`config.mk`:
```
export PLATFORM = sky130hd
export DESIGN_NAME = bin2bcd_converter
export DESIGN_NICKNAME = d
export VERILOG_FILES = /design/src/rtl/bcd_pkg.sv /design/src/rtl/bcd_add3.sv /design/src/rtl/bin2bcd_converter.sv
export SDC_FILE = /design/constraint.sdc
export NUM_CORES = 1
export LEC_CHECK = 0
export BUFFER_PORTS_ARGS = -buffer_cell sky130_fd_sc_hd__clkbuf_2
export CORE_MARGIN = 10
export CORE_UTILIZATION = 30
export CTS_BUF_LIST = sky130_fd_sc_hd__clkbuf_16
export DETAILED_ROUTE_END_ITERATION = 7
export MAX_ROUTING_LAYER = met4
export PLACE_DENSITY = 0.55
export SLEW_MARGIN = 20
export SYNTH_ARGS = -nofsm -noshare
export SYNTH_HDL_FRONTEND = slang
export SYNTH_SLANG_ARGS = --single-unit
```
`constraint.sdc`:
```
create_clock -name clk -period 3.1 [get_ports clk]
set_input_delay 0 -clock clk [delete_from_list [all_inputs] [get_ports clk]]
set_output_delay 0 -clock clk [all_outputs]
set_load 0.05 [all_outputs]
```
`src/rtl/bcd_pkg.sv`:
```
// Shared types and constants for the sequential binary-to-BCD converter.
package bcd_pkg;

  typedef enum logic [1:0] {
    IDLE  = 2'd0,
    SHIFT = 2'd1,
    DONE  = 2'd2
  } state_t;

  typedef logic [3:0] bcd_digit_t;

  localparam bcd_digit_t BCD_ADD3_THRESH = 4'd5;

  // Elaboration-time power of ten, used for the overflow limit.
  function automatic logic [63:0] pow10(input int n);
    logic [63:0] r;
    r = 64'd1;
    for (int i = 0; i < n; i++) r = r * 64'd10;
    return r;
  endfunction

endpackage

```
`src/rtl/bcd_add3.sv`:
```
// Double-dabble nibble correction: add 3 when the nibble is 5 or more.
module bcd_add3
  import bcd_pkg::*;
(
  input  bcd_digit_t i_nib,
  output bcd_digit_t o_nib
);

  assign o_nib = (i_nib >= BCD_ADD3_THRESH) ? i_nib + 4'd3 : i_nib;

endmodule

```
`src/rtl/bin2bcd_converter.sv`:
```
// Shift-and-add-3 binary-to-BCD converter, one input bit per clock.
// Optional build macro BCD_OVF_SAT_EN: saturate the digits to all nines on overflow.
module bin2bcd_converter
  import bcd_pkg::*;
#(
  parameter int WIDTH = 27,
  parameter int NDIG  = 8
) (
  input  logic                   clk,
  input  logic                   reset,
  input  logic                   start,
  input  logic [WIDTH-1:0]       bin_in,
  output logic                   busy,
  output logic                   done,
  output bcd_digit_t [NDIG-1:0]  digits,
  output logic                   ovf,
  output state_t                 dbg_state
);

  localparam int          CW        = (WIDTH > 1) ? $clog2(WIDTH) : 1;
  localparam int          SW        = (NDIG + 1) * 4;
  localparam logic [63:0] OVF_LIMIT = pow10(NDIG);

  // Handshake: start is a request sampled on the rising edge and accepted only
  // in IDLE or DONE (ignored, never queued, in SHIFT); done is a one-cycle
  // pulse during which digits/ovf already show the new result.
  state_t                 r_state;
  state_t                 w_next;
  logic [WIDTH-1:0]       r_bin;
  logic [SW-1:0]          r_scr;
  logic [CW-1:0]          r_cnt;
  logic                   r_ovf_flag;
  bcd_digit_t [NDIG-1:0]  r_digits;
  logic                   r_ovf;

  logic [SW-1:0]          w_scr_adj;
  logic [SW-1:0]          w_scr_nxt;
  logic [WIDTH-1:0]       w_bin_nxt;
  logic                   w_unused_msb;
  logic                   w_accept;
  logic                   w_last;

  genvar g;
  generate
    for (g = 0; g < NDIG + 1; g++) begin : g_add3
      bcd_add3 u_add3 (
        .i_nib (r_scr[g*4 +: 4]),
        .o_nib (w_scr_adj[g*4 +: 4])
      );
    end
  endgenerate

  // The corrected scratch MSB is shifted out; the WIDTH constraint keeps it zero.
  assign {w_unused_msb, w_scr_nxt, w_bin_nxt} = {w_scr_adj, r_bin, 1'b0};

  assign w_accept = start && ((r_state == IDLE) || (r_state == DONE));
  assign w_last   = (r_state == SHIFT) && (r_cnt == '0);

  always_ff @(posedge clk or posedge reset) begin
    if (reset) r_state <= IDLE;
    else       r_state <= w_next;
  end

  always_comb begin
    w_next = r_state;
    case (r_state)
      IDLE:    if (start) w_next = SHIFT;
      SHIFT:   if (r_cnt == '0) w_next = DONE;
      DONE:    w_next = start ? SHIFT : IDLE;
      default: w_next = IDLE;
    endcase
  end

  always_comb begin
    busy      = (r_state == SHIFT);
    done      = (r_state == DONE);
    dbg_state = r_state;
  end

  always_ff @(posedge clk or posedge reset) begin
    if (reset) begin
      r_bin      <= '0;
      r_scr      <= '0;
      r_cnt      <= '0;
      r_ovf_flag <= 1'b0;
    end else if (w_accept) begin
      r_bin      <= bin_in;
      r_scr      <= '0;
      r_cnt      <= CW'(WIDTH - 1);
      r_ovf_flag <= (64'(bin_in) >= OVF_LIMIT);
    end else if (r_state == SHIFT) begin
      r_bin <= w_bin_nxt;
      r_scr <= w_scr_nxt;
      r_cnt <= r_cnt - 1'b1;
    end
  end

  // Result registers load on the final shift edge so they change with done.
  always_ff @(posedge clk or posedge reset) begin
    if (reset) begin
      r_digits <= '0;
      r_ovf    <= 1'b0;
    end else if (w_last) begin
      r_ovf <= r_ovf_flag;
`ifdef BCD_OVF_SAT_EN
      if (r_ovf_flag) begin
        for (int i = 0; i < NDIG; i++) r_digits[i] <= 4'd9;
      end else begin
        r_digits <= w_scr_nxt[NDIG*4-1:0];
      end
`else
      r_digits <= w_scr_nxt[NDIG*4-1:0];
`endif
    end
  end

  assign digits = r_digits;
  assign ovf    = r_ovf;

endmodule

```
======== Yosys cells after proc, flatten, opt, wreduce, memory -nomap -nowiden ========
Cells that the tools add are included.
word-level totals
  word-level logic and storage cells ...... 64
  bits in latches ......................... 0
  bits of input ports ..................... 30
  memory bits (read-only) ................. 0
  memories kept ........................... 0
  register bits ........................... 104
  memory bits (writable) .................. 0
  output and inout bits ................... 37
operators by class
  $mul .................................... 0
  div/mod/pow operators ................... 0
  eq/ne operators ......................... 4
  muxes and demuxes ....................... 19
  magnitude comparators ................... 10
  add/subtract/negate cells ............... 10
  reductions and logical operators ........ 7
  bitwise gates (word level) .............. 0
  shift operators ......................... 0
operators with widths
  operator                count
  $mux W36                2
  $mux W27                2
  $ge A4 B3 Y1 const B    9
  $add A4 B2 Y4 const B   8
  $mux W4                 8
  $ge A27 B27 Y1 const B  1
  $mux W5                 2
  $pmux W2 S3             1
  $logic_not A5 Y1        1
  $sub A5 B1 Y5 const B   1
  $mux W2                 2
  $add A3 B2 Y3 const B   1
  $mux W3                 1
  $eq A2 B1 Y1 const B    1
  $eq A2 B2 Y1 const B    1
  $logic_and A1 B1 Y1     2
  $logic_not A2 Y1        1
  $ne A2 B1 Y1 const B    1
  $ne A2 B2 Y1 const B    1
  $reduce_and A2 Y1       1
  $reduce_bool A2 Y1      1
  $logic_or A1 B1 Y1      1
  $mux W1                 1

======== Longest topological paths before layout ========
Gate-level depths: netlist of the first run.
  word-level depth ........................ 4
  mapped depth ............................ 7
  mapped depth without buffers ............ 6

======== By module ========
From an unflattened synthesis of the first run, not the netlist that was laid out.
unflattened totals
  cells, all modules ...................... 462
  area total of the unflattened synthesis .. 4906.0 um^2
modules (own cells, without submodules)
  module             instances  seq. area each (um^2)  area an instance (um^2)  cells each
  bin2bcd_converter  1          2502.4                 4095.2                   334
  bcd_add3           8          0.0                    101.3                    16

======== Worst setup path after synthesis of the first run ========
OpenSTA, ideal clock, no wires.
  path kind ............................... flip-flop to flip-flop
  start ................................... register r_state[0], in the netlist dbg_state[0]
  end ..................................... register r_cnt[1]
  path buffers ............................ 1
  data required time ...................... 2.936 ns
  period minus slack after synthesis ...... 2.003 ns
  cell stages (with the launch flop) ...... 5
  setup time .............................. 0.164 ns
  arrival ................................. 1.839 ns
  setup slack ............................. 1.097 ns
  cells stage by stage .................... dfrtp_1 > nand2b_1 > inv_2 > buf_1 > a22oi_1
on the way
  elaborated cells on any way between the ends .. 7
  classes of those cells .................. eq/ne (2); mux (1); reduce/logical (4)
RTL lines
  element                              RTL line                 RTL
  start: declaration                   bin2bcd_converter.sv:27  state_t r_state;
  start signal: assignment             bin2bcd_converter.sv:61  else r_state <= w_next;
  $eq A2 B1 Y1                         --
  net busy                             bin2bcd_converter.sv:13  output logic busy,
  $reduce_bool A2 Y1 (no source line)  --
  end signal: assignment               bin2bcd_converter.sv:89  r_cnt <= CW'(WIDTH - 1);
  end signal: assignment               bin2bcd_converter.sv:94  r_cnt <= r_cnt - 1'b1;
  end: declaration                     bin2bcd_converter.sv:31  logic [CW-1:0] r_cnt;
The timed path passes the listed nets, and every way through them passes these cells.
A chain may end at the register's enable or synchronous reset.

======== Final worst setup path of the first run ========
  start ................................... register r_state[1], in the netlist dbg_state[1]
  end ..................................... register r_digits, in the netlist digits[6]
on the way
  longest elaborated chain between the ends .. 2
RTL lines
  element                 RTL line                  RTL
  $eq A2 B1 Y1            bin2bcd_converter.sv:57   assign w_last = (r_state == SHIFT) && (r_cnt == '0);
  $logic_and A1 B1 Y1     bin2bcd_converter.sv:57
  end signal: assignment  bin2bcd_converter.sv:112  r_digits <= w_scr_nxt[NDIG*4-1:0];
  end: declaration        bin2bcd_converter.sv:33   bcd_digit_t [NDIG-1:0] r_digits;
Every way passes these cells.

==> results of run 1 <==
==> through the flow <==
stage               total power [mW]  cell area (um2)  setup slack, ns  hold WS (ns)  utilization [%]
detailed placement              5.87             5180            0.933         0.154             34.1
floorplan                       5.03             4660            0.481         0.128                -
finish                          6.96             5770            0.968        0.0432             37.9
global placement                5.76             5180            0.997         0.145             34.1
global route                    7.50             5770            0.777        0.0485             37.9
CTS                             7.03             5740            0.926        0.0377             37.8
==> final cells by class <==
| class | count | area, um2 |
|---|---|---|
| Timing Repair Buffer | 100 | 668 |
| Fill cell | 1499 | 9440 |
| Tap cell | 188 | 235 |
| Sequential cell | 100 | 2500 |
| Antenna cell | 1 | 2.50 |
| Multi-Input combinational cell | 286 | 1980 |
| Clock inverter | 7 | 58.8 |
| Inverter | 22 | 90.1 |
| Clock buffer | 9 | 225 |
==> path summary, 6_finish.rpt <==
path	slack (ns)	cells past startpoint	endpoint
worst max-delay path	0.97	5	digits[6]$_DFFE_PP0P_
worst min-delay path	0.04	3	r_cnt[3]$_DFFE_PP0P_
worst max register to register	0.97	5	digits[6]$_DFFE_PP0P_
worst min register to register	0.48	2	r_bin[22]$_DFFE_PP0P_
max in group asynchronous	2.00	4	digits[29]$_DFFE_PP0P_
min in group asynchronous	0.30	3	r_bin[3]$_DFFE_PP0P_
==> state kept, by name, summed over array words and instances, names as in the netlist <==
name and flops:
digits 32, r_bin 27, ovf 1, r_scr 32
dbg_state 2, r_ovf_flag 1, r_cnt 5
==> per-layer routing <==
layer | share of wire (%) | vias up | track usage, %
li1 | - | 1714 | -
met1 | 46 | 1726 | 13.9
met5 | 0 | - | -
met4 | 2.3 | 0 | 4.68
met3 | 5.9 | 20 | 3.55
met2 | 45 | 96 | 17.3
==> synthesized netlist by cell type (all sizes together) <==
| cell type | count |
|---|---|
| a22o | 16 |
| clkbuf | 5 |
| ha | 17 |
| nand3 | 2 |
| dfrtp | 100 |
| mux2i | 8 |
| xnor2 | 9 |
| a21oi | 25 |
| mux2 | 17 |
| nand2 | 75 |
| nand2b | 10 |
| o21ai | 28 |
| nand4 | 2 |
| buf | 14 |
| o31ai | 8 |
| o22ai | 8 |
| a22oi | 27 |
| a32o | 8 |
| a311oi | 1 |
| o31a | 1 |
| nor2b | 2 |
| nor2 | 2 |
| nor3b | 16 |
| or4 | 1 |
| inv | 22 |
| o41ai | 1 |
| nor4 | 1 |
| nor4b | 1 |
==> report_power, final <==
part / switching [mW] / internal [mW] / total [mW]
clock network: 0.484 / 0.614 / 1.10
logic: 2.19 / 1.29 / 3.48
registers: 0.458 / 1.93 / 2.39
==> worst max-delay path: cells and delay by family, from the launching register on <==
kind,cells,cell delay (ns)
buffers and inverters,2,0.75
flip-flops,1,0.38
multiplexers,1,0.37
AND/OR/NAND/NOR,2,0.53
==> kinds of logic (layout without fill, tap and decap cells) <==
| group | after synthesis | count (layout) |
|---|---|---|
| DFF | 100 | 100 |
| AOI/OAI and AO/OA | 123 | 123 |
| adders and majority gates | 17 | 17 |
| and+or+nand+nor | 112 | 112 |
| xor gates and xnor gates | 9 | 9 |
| other | 0 | 1 |
| buffers and inverters | 41 | 138 |
| muxes | 25 | 25 |
==> what timing repair did <==
item                       4_1_cts  5_1_grt
setup endpoints to repair        0        0
buffers inserted                 0        0
hold endpoints to repair        81        0
hold buffers                    28        0
==> flow_metrics.py, run 1 <==
metrics = {
    "sta": {
        "slew_violations": 0,
        "slew_headroom_pct": 53.5,
        "hold_viol": 0,
        "fin_tns_setup_ns": 0,
        "min_period_over_period_pct": 68.8,
        "max_freq_mhz": 469,
        "worstMarginPinSlew_ns": 0.698,
        "setup_viol": 0,
        "fin_crit_ns": 2.13,
        "finClkSkew_ns": 0.00820,
        "rsz0062_at_grt": "false",
    },
    "cells_and_area": {
        "drive_gt1_share_pct": 20.8,
        "syn_to_final_growth_pct": 23.7,
        "stdcell_count": 713,
        "layout_common_cells": "dfrtp_1 (100), nand2_1 (74), clkbuf_2 (66), o21ai_0 (28), dlygate4sd3_1 (28)",
        "nets": 566,
        "final_common_cell": "dfrtp_1",
    },
    "global_route": {
        "antenna_found_initial": 1,
        "overflow": 0,
        "grt_pass1_vias": 3596,
        "groute.usage.overall_pct": 11.4,
        "grt_first_pass_wirelength_um": 18400,
        "grt_max_degree": 56,
    },
    "yosys": {
        "yosysTopAreaCellShare_pct": 53.7,
        "synth-xor-area-share_pct": 1.69,
        "syn_avg_cell_area_um2": 10.9,
        "syn-cell-area_um2": 4660,
        "synth_top_area_cell": "dfrtp_1",
        "syn_nets": 474,
        "ys_ff_latch": 100,
        "synthAdderAreaFrac_pct": 4.56,
        "synth_top_family_by_area": "compound AO/OA/AOI/OAI gates",
        "synth_compound_area_share_pct": 17.7,
        "ys_top_cells_by_area": "dfrtp_1 (54%), nand2_1 (6.0%), ha_1 (4.6%)",
        "postSynthCellCount": 427,
        "ys_seq_area_share_pct": 53.7,
        "muxShareOfSynthArea_pct": 6.55,
        "synth-simple-area-share_pct": 11.9,
        "yosys_warnings": 0,
        "synth_cell_types": 35,
    },
    "min_path": {
        "hold_path_class": "input port to flip-flop",
        "min_from": "start",
    },
    "placement": {
        "gp_congestion": 0.823,
        "hpwl_um": 7390,
        "dp.cells": 667,
        "numPortBuffers": 66,
    },
    "clock_tree": {
        "cts-root-buf": "clkbuf_16",
        "cts_made_buffers": 9,
        "cts-htree-levels": 3,
        "path_clk_slew_ns": 0.06,
        "cts.path.max_buffers": 2,
        "clk_latency_ns": 0.35,
        "clock-sinks": 100,
        "cts_resized": 0,
        "cts_tree": "yes",
    },
    "floorplanning": {
        "pin_count": 67,
        "die_x_um": 145,
        "dieArea_um2": 20900,
        "start_util_pct": 30.7,
        "coreArea_um2": 15200,
        "die_y_um": 145,
        "num_rows": 45,
    },
    "power": {
        "p_per_area_nw_per_um2": 1210,
        "ir_worst_vdd_uv": 432,
        "p_leak_nw": 2.71,
    },
    "critical_path": {
        "crit_start": "dbg_state[1]$_DFFE_PP0P_",
        "cp-end-kind": "flip-flop",
        "critical_path.max_stage_delay_ns": 0.44,
        "critPathKind": "flip-flop to flip-flop",
        "reg2reg_from": "dbg_state[1]$_DFFE_PP0P_",
        "worstPathRequired_ns": 3.33,
        "critPathMaxFanout": 36,
        "path_cells": "nand2b_1 > inv_2 > nand2_4 > inv_6 > mux2_2",
        "start_kind": "flip-flop",
        "cpMaxStageDelayCell": "inv_2",
        "arrival_ns": 2.37,
    },
    "route": {
        "wirelength_um": 11200,
        "via_per_inst": 4.99,
        "wl_per_cell_um": 15.7,
        "drt_iter0_markers": 235,
        "drcViolationCount": 0,
        "vias": 3556,
        "first_pass_iters": 7,
        "ant_nets": 0,
    },
    "flow_run": {
        "drv_cap": 0,
    },
    "run_status": {
        "status": "finished, final reports clean",
    },
}
(Power assumes the default switching activity.)
==> inputs of run 2 (changes only) <==
--- a/config.mk
+++ b/config.mk
@@ -5,6 +5,7 @@
 export SDC_FILE = /design/constraint.sdc
 export NUM_CORES = 1
 export LEC_CHECK = 0
+export ABC_AREA = 1
 export BUFFER_PORTS_ARGS = -buffer_cell sky130_fd_sc_hd__clkbuf_2
 export CORE_MARGIN = 10
 export CORE_UTILIZATION = 30
==> constraint.sdc (replaced) <==
create_clock -name clk -period 2.1 [get_ports clk]
set_input_delay 0 -clock clk [delete_from_list [all_inputs] [get_ports clk]]
set_output_delay 0 -clock clk [all_outputs]
set_load 0.05 [all_outputs]
==> flow_metrics.py, run 2 <==
metrics = {
    "run_status": {
        "status": "finished, final reports clean",
    },
    "power": {
        "comb_power_share_pct": 47.4,
        "ir_worst_vdd_uv": 554,
        "p_switching_mw": 4.41,
        "power.total_mw": 9.69,
        "p_sw_share_pct": 45.5,
        "p_int_mw": 5.29,
        "p_seq_share_pct": 34.1,
        "p_clk_share_pct": 18.4,
        "p_per_area_nw_per_um2": 1640,
        "p_leak_nw": 2.99,
    },
    "global_route": {
        "grt_first_pass_wirelength_um": 20100,
        "grt.met3_usage_pct": 3.73,
        "busiest_layer": "met2",
        "overflow": 0,
        "antenna_found_initial": 0,
        "met2_usage_pct": 17.7,
        "grt_pass1_vias": 4038,
        "groute.usage.overall_pct": 11.7,
        "grt_max_degree": 101,
        "grt_use_met1_pct": 14.6,
    },
    "placement": {
        "numPortBuffers": 66,
        "hpwl_um": 8020,
        "gp_congestion": 0.767,
    },
    "critical_path": {
        "worstPathRequired_ns": 2.10,
        "r2r_slack_ns": 0.48,
        "critPathMaxFanout": 22,
        "arrival_ns": 1.63,
        "cp-end-kind": "output pin",
        "critPathKind": "flip-flop to output pin",
        "r2r_cells": 8,
        "reg2reg_from": "r_cnt[0]$_DFFE_PP0P_",
        "start_kind": "flip-flop",
        "timing.rr.end": "digits[10]$_DFFE_PP0P_",
    },
    "yosys": {
        "synthArstFlopShare_pct": 100,
        "synth_most_common_cell": "nand2_1",
        "syn_nets": 590,
        "ys_ff_latch": 100,
        "synth_top_area_cell": "dfrtp_1",
        "postSynthCellCount": 543,
        "synth_edf_count": 0,
        "synth_cell_types": 30,
        "yosys_warnings": 0,
        "synthFlopType": "dfrtp_1",
        "ys_seq_area_share_pct": 52.6,
        "ys_top_cells_by_area": "dfrtp_1 (53%), nand2_1 (13%), inv_1 (5.9%)",
        "synth.cells.most_frequent": "nand2_1 (159), dfrtp_1 (100), inv_1 (75), o21ai_0 (37), nor2_1 (25)",
        "syn_avg_cell_area_um2": 8.77,
        "yosysTopAreaCellShare_pct": 52.6,
        "syn-cell-area_um2": 4760,
    },
    "floorplanning": {
        "start_util_pct": 31.0,
        "coreArea_um2": 15400,
        "dieArea_um2": 21300,
        "die_y_um": 146,
        "die_x_um": 146,
        "pin_count": 67,
        "num_rows": 45,
    },
    "cells_and_area": {
        "n_antenna_cell": 0,
        "syn_to_final_growth_pct": 23.9,
        "layout_common_cells": "nand2_1 (159), dfrtp_1 (100), inv_1 (75), clkbuf_2 (66), o21ai_0 (37)",
        "nets": 681,
        "final_common_cell": "nand2_1",
        "drive_gt1_share_pct": 15.2,
    },
    "clock_tree": {
        "path_clk_slew_ns": 0.07,
        "cts_hold_buf": 27,
        "cts_made_buffers": 9,
        "clock-sinks": 100,
        "postCtsSetupBuffers": 0,
        "cts.path.max_buffers": 2,
        "cts_resized": 0,
        "cts-root-buf": "clkbuf_16",
        "cts_tree": "yes",
        "cts-htree-levels": 3,
        "clk_latency_ns": 0.35,
    },
    "sta": {
        "slew_violations": 0,
        "finClkSkew_ns": 0.00810,
        "rsz0062_at_grt": "false",
        "max_freq_mhz": 612,
        "worstMarginPinSlew_ns": 0.549,
        "hold_viol": 0,
        "setup_viol": 0,
        "fin_tns_setup_ns": 0,
        "slew_headroom_pct": 63.4,
        "min_period_over_period_pct": 77.8,
        "fin_crit_ns": 1.63,
    },
    "min_path": {
        "hold_path_class": "input port to flip-flop",
        "hold_depth": 3,
        "whs_endpoint": "r_bin[26]$_DFFE_PP0P_",
        "min_from": "bin_in[26]",
    },
    "route": {
        "ant_nets": 0,
        "first_pass_iters": 4,
        "wirelength_um": 11900,
        "drt_iter0_markers": 149,
        "vias": 3906,
        "via_per_inst": 4.60,
        "drcViolationCount": 0,
        "wl_per_cell_um": 13.9,
    },
    "flow_run": {
        "drv_cap": 0,
    },
}
## run 2: cells by family (layout without fill, tap and decap cells)
logic type / after synthesis / count (layout) / synth area share [%]
compound gates: 115 / 115 / 15.0
xor+xnor: 15 / 15 / 2.76
fa+ha+maj: 17 / 17 / 4.47
buf+inv: 100 / 196 / 9.10
flops: 100 / 100 / 52.6
simple gates: 196 / 196 / 16.1
## run 2: layer usage
| metal | share of wire (%) | wire (um) |
|---|---|---|
| met1 | 48 | 5670 |
| met2 | 46 | 5480 |
| met3 | 5.4 | 645 |
| met4 | 0.58 | 69 |
| met5 | 0 | 0 |
## run 2: worst max-delay path, stage by stage (launching register included)
cell	delay, ns
dfrtp_1	0.38
inv_1	0.09
nand2_2	0.09
inv_2	0.09
buf_4	0.30
clkbuf_2	0.34
## run 2: final cells by class
cell class	count	area (um2)
clock inverters	7	91.3
multi-input cells	343	1820
repair buffers	101	686
flip-flops and latches	100	2500
inverters	79	304
well taps	211	264
fillers	1542	9470
clock buffers	9	225
## run 2: worst max path at each step
stage	start	cells past startpoint	to	slack (ns)
6_report	dbg_state[1]$_DFFE_PP0P_	5	busy	0.47
3_5_place_dp	r_cnt[0]$_DFFE_PP0P_	7	digits[20]$_DFFE_PP0P_	0.47
5_1_grt	r_cnt[0]$_DFFE_PP0P_	8	digits[6]$_DFFE_PP0P_	0.31
3_3_place_gp	dbg_state[0]$_DFFE_PP0P_	5	r_cnt[4]$_DFFE_PP0P_	0.51
4_1_cts	dbg_state[1]$_DFFE_PP0P_	5	busy	0.44
2_1_floorplan	dbg_state[0]$_DFFE_PP0P_	5	r_bin[21]$_DFFE_PP0P_	0.58
## run 2: stage by stage
step / setup slack, ns / cell area, um2 / std cells / hold slack [ns] / util, %
global placement: 0.514 / 5310 / 807 / 0.198 / 34.5
floorplan: 0.578 / 4760 / 543 / 0.127 / -
CTS: 0.436 / 5900 / 850 / 0.0116 / 38.4
detailed placement: 0.468 / 5310 / 807 / 0.199 / 34.5
finish: 0.466 / 5900 / 850 / 0.0294 / 38.4
global route: 0.306 / 5900 / 850 / 0.0644 / 38.4
## run 2: power by group through the flow
| stage | clock [mW] | sequential (mW) | combinational, mW |
|---|---|---|---|
| global route | 1.92 | 3.42 | 5.16 |
| floorplan | 0 | 4.10 | 2.65 |
| finish | 1.79 | 3.31 | 4.60 |
| detailed placement | 0 | 3.34 | 4.59 |
| global placement | 0 | 3.31 | 4.43 |
| CTS | 1.84 | 3.31 | 4.64 |
==> inputs of run 3 (changes only) <==
--- a/config.mk
+++ b/config.mk
@@ -5,14 +5,14 @@
 export SDC_FILE = /design/constraint.sdc
 export NUM_CORES = 1
 export LEC_CHECK = 0
-export ABC_AREA = 1
+export ABC_AREA = 0
 export BUFFER_PORTS_ARGS = -buffer_cell sky130_fd_sc_hd__clkbuf_2
 export CORE_MARGIN = 10
 export CORE_UTILIZATION = 30
 export CTS_BUF_LIST = sky130_fd_sc_hd__clkbuf_16
 export DETAILED_ROUTE_END_ITERATION = 7
 export MAX_ROUTING_LAYER = met4
-export PLACE_DENSITY = 0.55
+export PLACE_DENSITY = 0.57
 export SLEW_MARGIN = 20
 export SYNTH_ARGS = -nofsm -noshare
 export SYNTH_HDL_FRONTEND = slang
==> constraint.sdc (replaced) <==
create_clock -name clk -period 1.36 [get_ports clk]
set_input_delay 0 -clock clk [delete_from_list [all_inputs] [get_ports clk]]
set_output_delay 0 -clock clk [all_outputs]
set_load 0.05 [all_outputs]
==> flow_metrics.py, run 3 (same netlist as run 1, synthesis figures left out) <==
metrics = {
    "run_status": {
        "status": "complete, but fails checks",
        "failed_checks": "setup timing",
    },
    "global_route": {
        "grt_first_pass_wirelength_um": 20700,
        "groute.usage.overall_pct": 12.6,
        "overflow": 0,
        "antenna_found_initial": 0,
        "grt_max_degree": 44,
        "grt_pass1_vias": 4095,
    },
    "route": {
        "drcViolationCount": 0,
        "vias": 3922,
        "wirelength_um": 13000,
        "first_pass_iters": 4,
        "via_per_inst": 5.00,
        "wl_per_cell_um": 16.6,
        "ant_nets": 0,
        "drt_iter0_markers": 172,
    },
    "floorplanning": {
        "dieArea_um2": 20900,
        "coreArea_um2": 15200,
        "die_x_um": 145,
        "pin_count": 67,
        "start_util_pct": 30.7,
        "num_rows": 45,
        "die_y_um": 145,
    },
    "cells_and_area": {
        "stdcell_count": 785,
        "syn_to_final_growth_pct": 53.2,
        "drive_gt1_share_pct": 47.9,
        "final_common_cell": "dfrtp_1",
        "layout_common_cells": "dfrtp_1 (97), clkbuf_2 (64), nand2_1 (62), buf_4 (57), dlygate4sd3_1 (28)",
        "n_antenna_cell": 0,
        "final_cell_area_um2": 7140,
        "nets": 639,
    },
    "sta": {
        "max_freq_mhz": 606,
        "setup_slack_ns": -0.289,
        "fin_crit_ns": 1.65,
        "min_period_over_period_pct": 121,
        "slew_headroom_pct": 72.5,
        "setup_viol": 43,
        "hold_viol": 0,
        "finClkSkew_ns": 0.00873,
        "rsz0062_at_grt": "true",
        "worstMarginPinSlew_ns": 0.407,
        "slew_violations": 0,
    },
    "placement": {
        "hpwl_um": 8120,
        "gp_congestion": 0.799,
        "dp.cells": 721,
        "numPortBuffers": 66,
        "place_area_um2": 5730,
    },
    "clock_tree": {
        "clk_latency_ns": 0.35,
        "cts_made_buffers": 9,
        "path_clk_slew_ns": 0.07,
        "cts-htree-levels": 3,
        "cts_tree": "yes",
        "cts-root-buf": "clkbuf_16",
        "cts.path.max_buffers": 2,
        "clock-sinks": 100,
    },
    "critical_path": {
        "reg2reg_from": "r_cnt[0]$_DFFE_PP0P_",
        "crit_start": "r_cnt[0]$_DFFE_PP0P_",
        "arrival_ns": 1.88,
        "critPathKind": "flip-flop to flip-flop",
        "worstPathRequired_ns": 1.59,
        "start_kind": "flip-flop",
        "cp-end-kind": "flip-flop",
        "critPathMaxFanout": 6,
    },
    "power": {
        "ir_worst_vdd_uv": 1080,
        "p_leak_nw": 3.25,
        "p_per_area_nw_per_um2": 2770,
    },
    "min_path": {
        "min_from": "start",
        "hold_path_class": "input port to flip-flop",
    },
    "flow_run": {
        "drv_cap": 0,
    },
}
[run 3: final cells by class]
class,count,area [um2]
clock buffer,9,225
clock inverter,7,67.6
fill,1362,8060
inverter,22,104
multi-input combinational,287,2590
sequential,100,2510
tap,188,235
timing repair buffer,171,1400
timing repair inverter,1,16.3
[run 3: critical path: stages (launching register included)]
cell	delay [ns]
dfrtp_1	0.39
inv_2	0.07
ha_4	0.13
nor4b_4	0.27
nand2_4	0.08
buf_12	0.17
buf_12	0.14
mux2_2	0.26
[run 3: through the flow]
| stage | total power [mW] | utilization [%] | TNS (ns) | hold WS, ns | setup WS (ns) |
|---|---|---|---|---|---|
| after global routing | 21.1 | 47.0 | -11.66 | 0.193 | -0.362 |
| after floorplan | 11.8 | - | -4.56 | 0.128 | -0.263 |
| after global placement | 14.5 | 37.7 | -6.74 | 0.00882 | -0.267 |
| final | 19.8 | 47.0 | -8.17 | 0.173 | -0.289 |
| after detailed placement | 14.8 | 37.7 | -10.64 | 0.0141 | -0.367 |
| after CTS | 18.7 | 44.4 | -10.11 | 0.128 | -0.310 |
[run 3: final timing paths]
kind | to | slack (ns) | cells after the start
worst max-delay path | digits[0]$_DFFE_PP0P_ | -0.29 | 7
worst min-delay path | r_cnt[4]$_DFFE_PP0P_ | 0.17 | 4
worst min register to register | r_bin[2]$_DFFE_PP0P_ | 0.48 | 2
worst max register to register | digits[0]$_DFFE_PP0P_ | -0.29 | 7
min in group asynchronous | r_bin[10]$_DFFE_PP0P_ | 0.19 | 3
max in group asynchronous | dbg_state[0]$_DFFE_PP0P_ | 0.62 | 4
[run 3: metal layers]
| layer | vias up | global-route usage [%] | routed length [um] |
|---|---|---|---|
| li1 | 1868 | - | - |
| met3 | 21 | 2.71 | 510 |
| met1 | 1949 | 16.9 | 6230 |
| met2 | 84 | 18.7 | 6050 |
| met5 | - | - | 0 |
| met4 | 0 | 3.99 | 207 |
[run 3: what timing repair did]
item,in CTS,in global routing
gates cloned,4,1
hold buffers,28,0
resized for setup,70,92
endpoints found under the setup margin,65,84
endpoints found under the hold margin,73,0
buffers inserted,3,12
pin swaps,23,19
[run 3: report_power, final]
group | total [mW] | switching [mW] | internal, mW
registers | 5.70 | 1.31 | 4.40
logic | 11.5 | 6.21 | 5.33
clock network | 2.58 | 1.16 | 1.42
total | 19.8 | 8.67 | 11.1
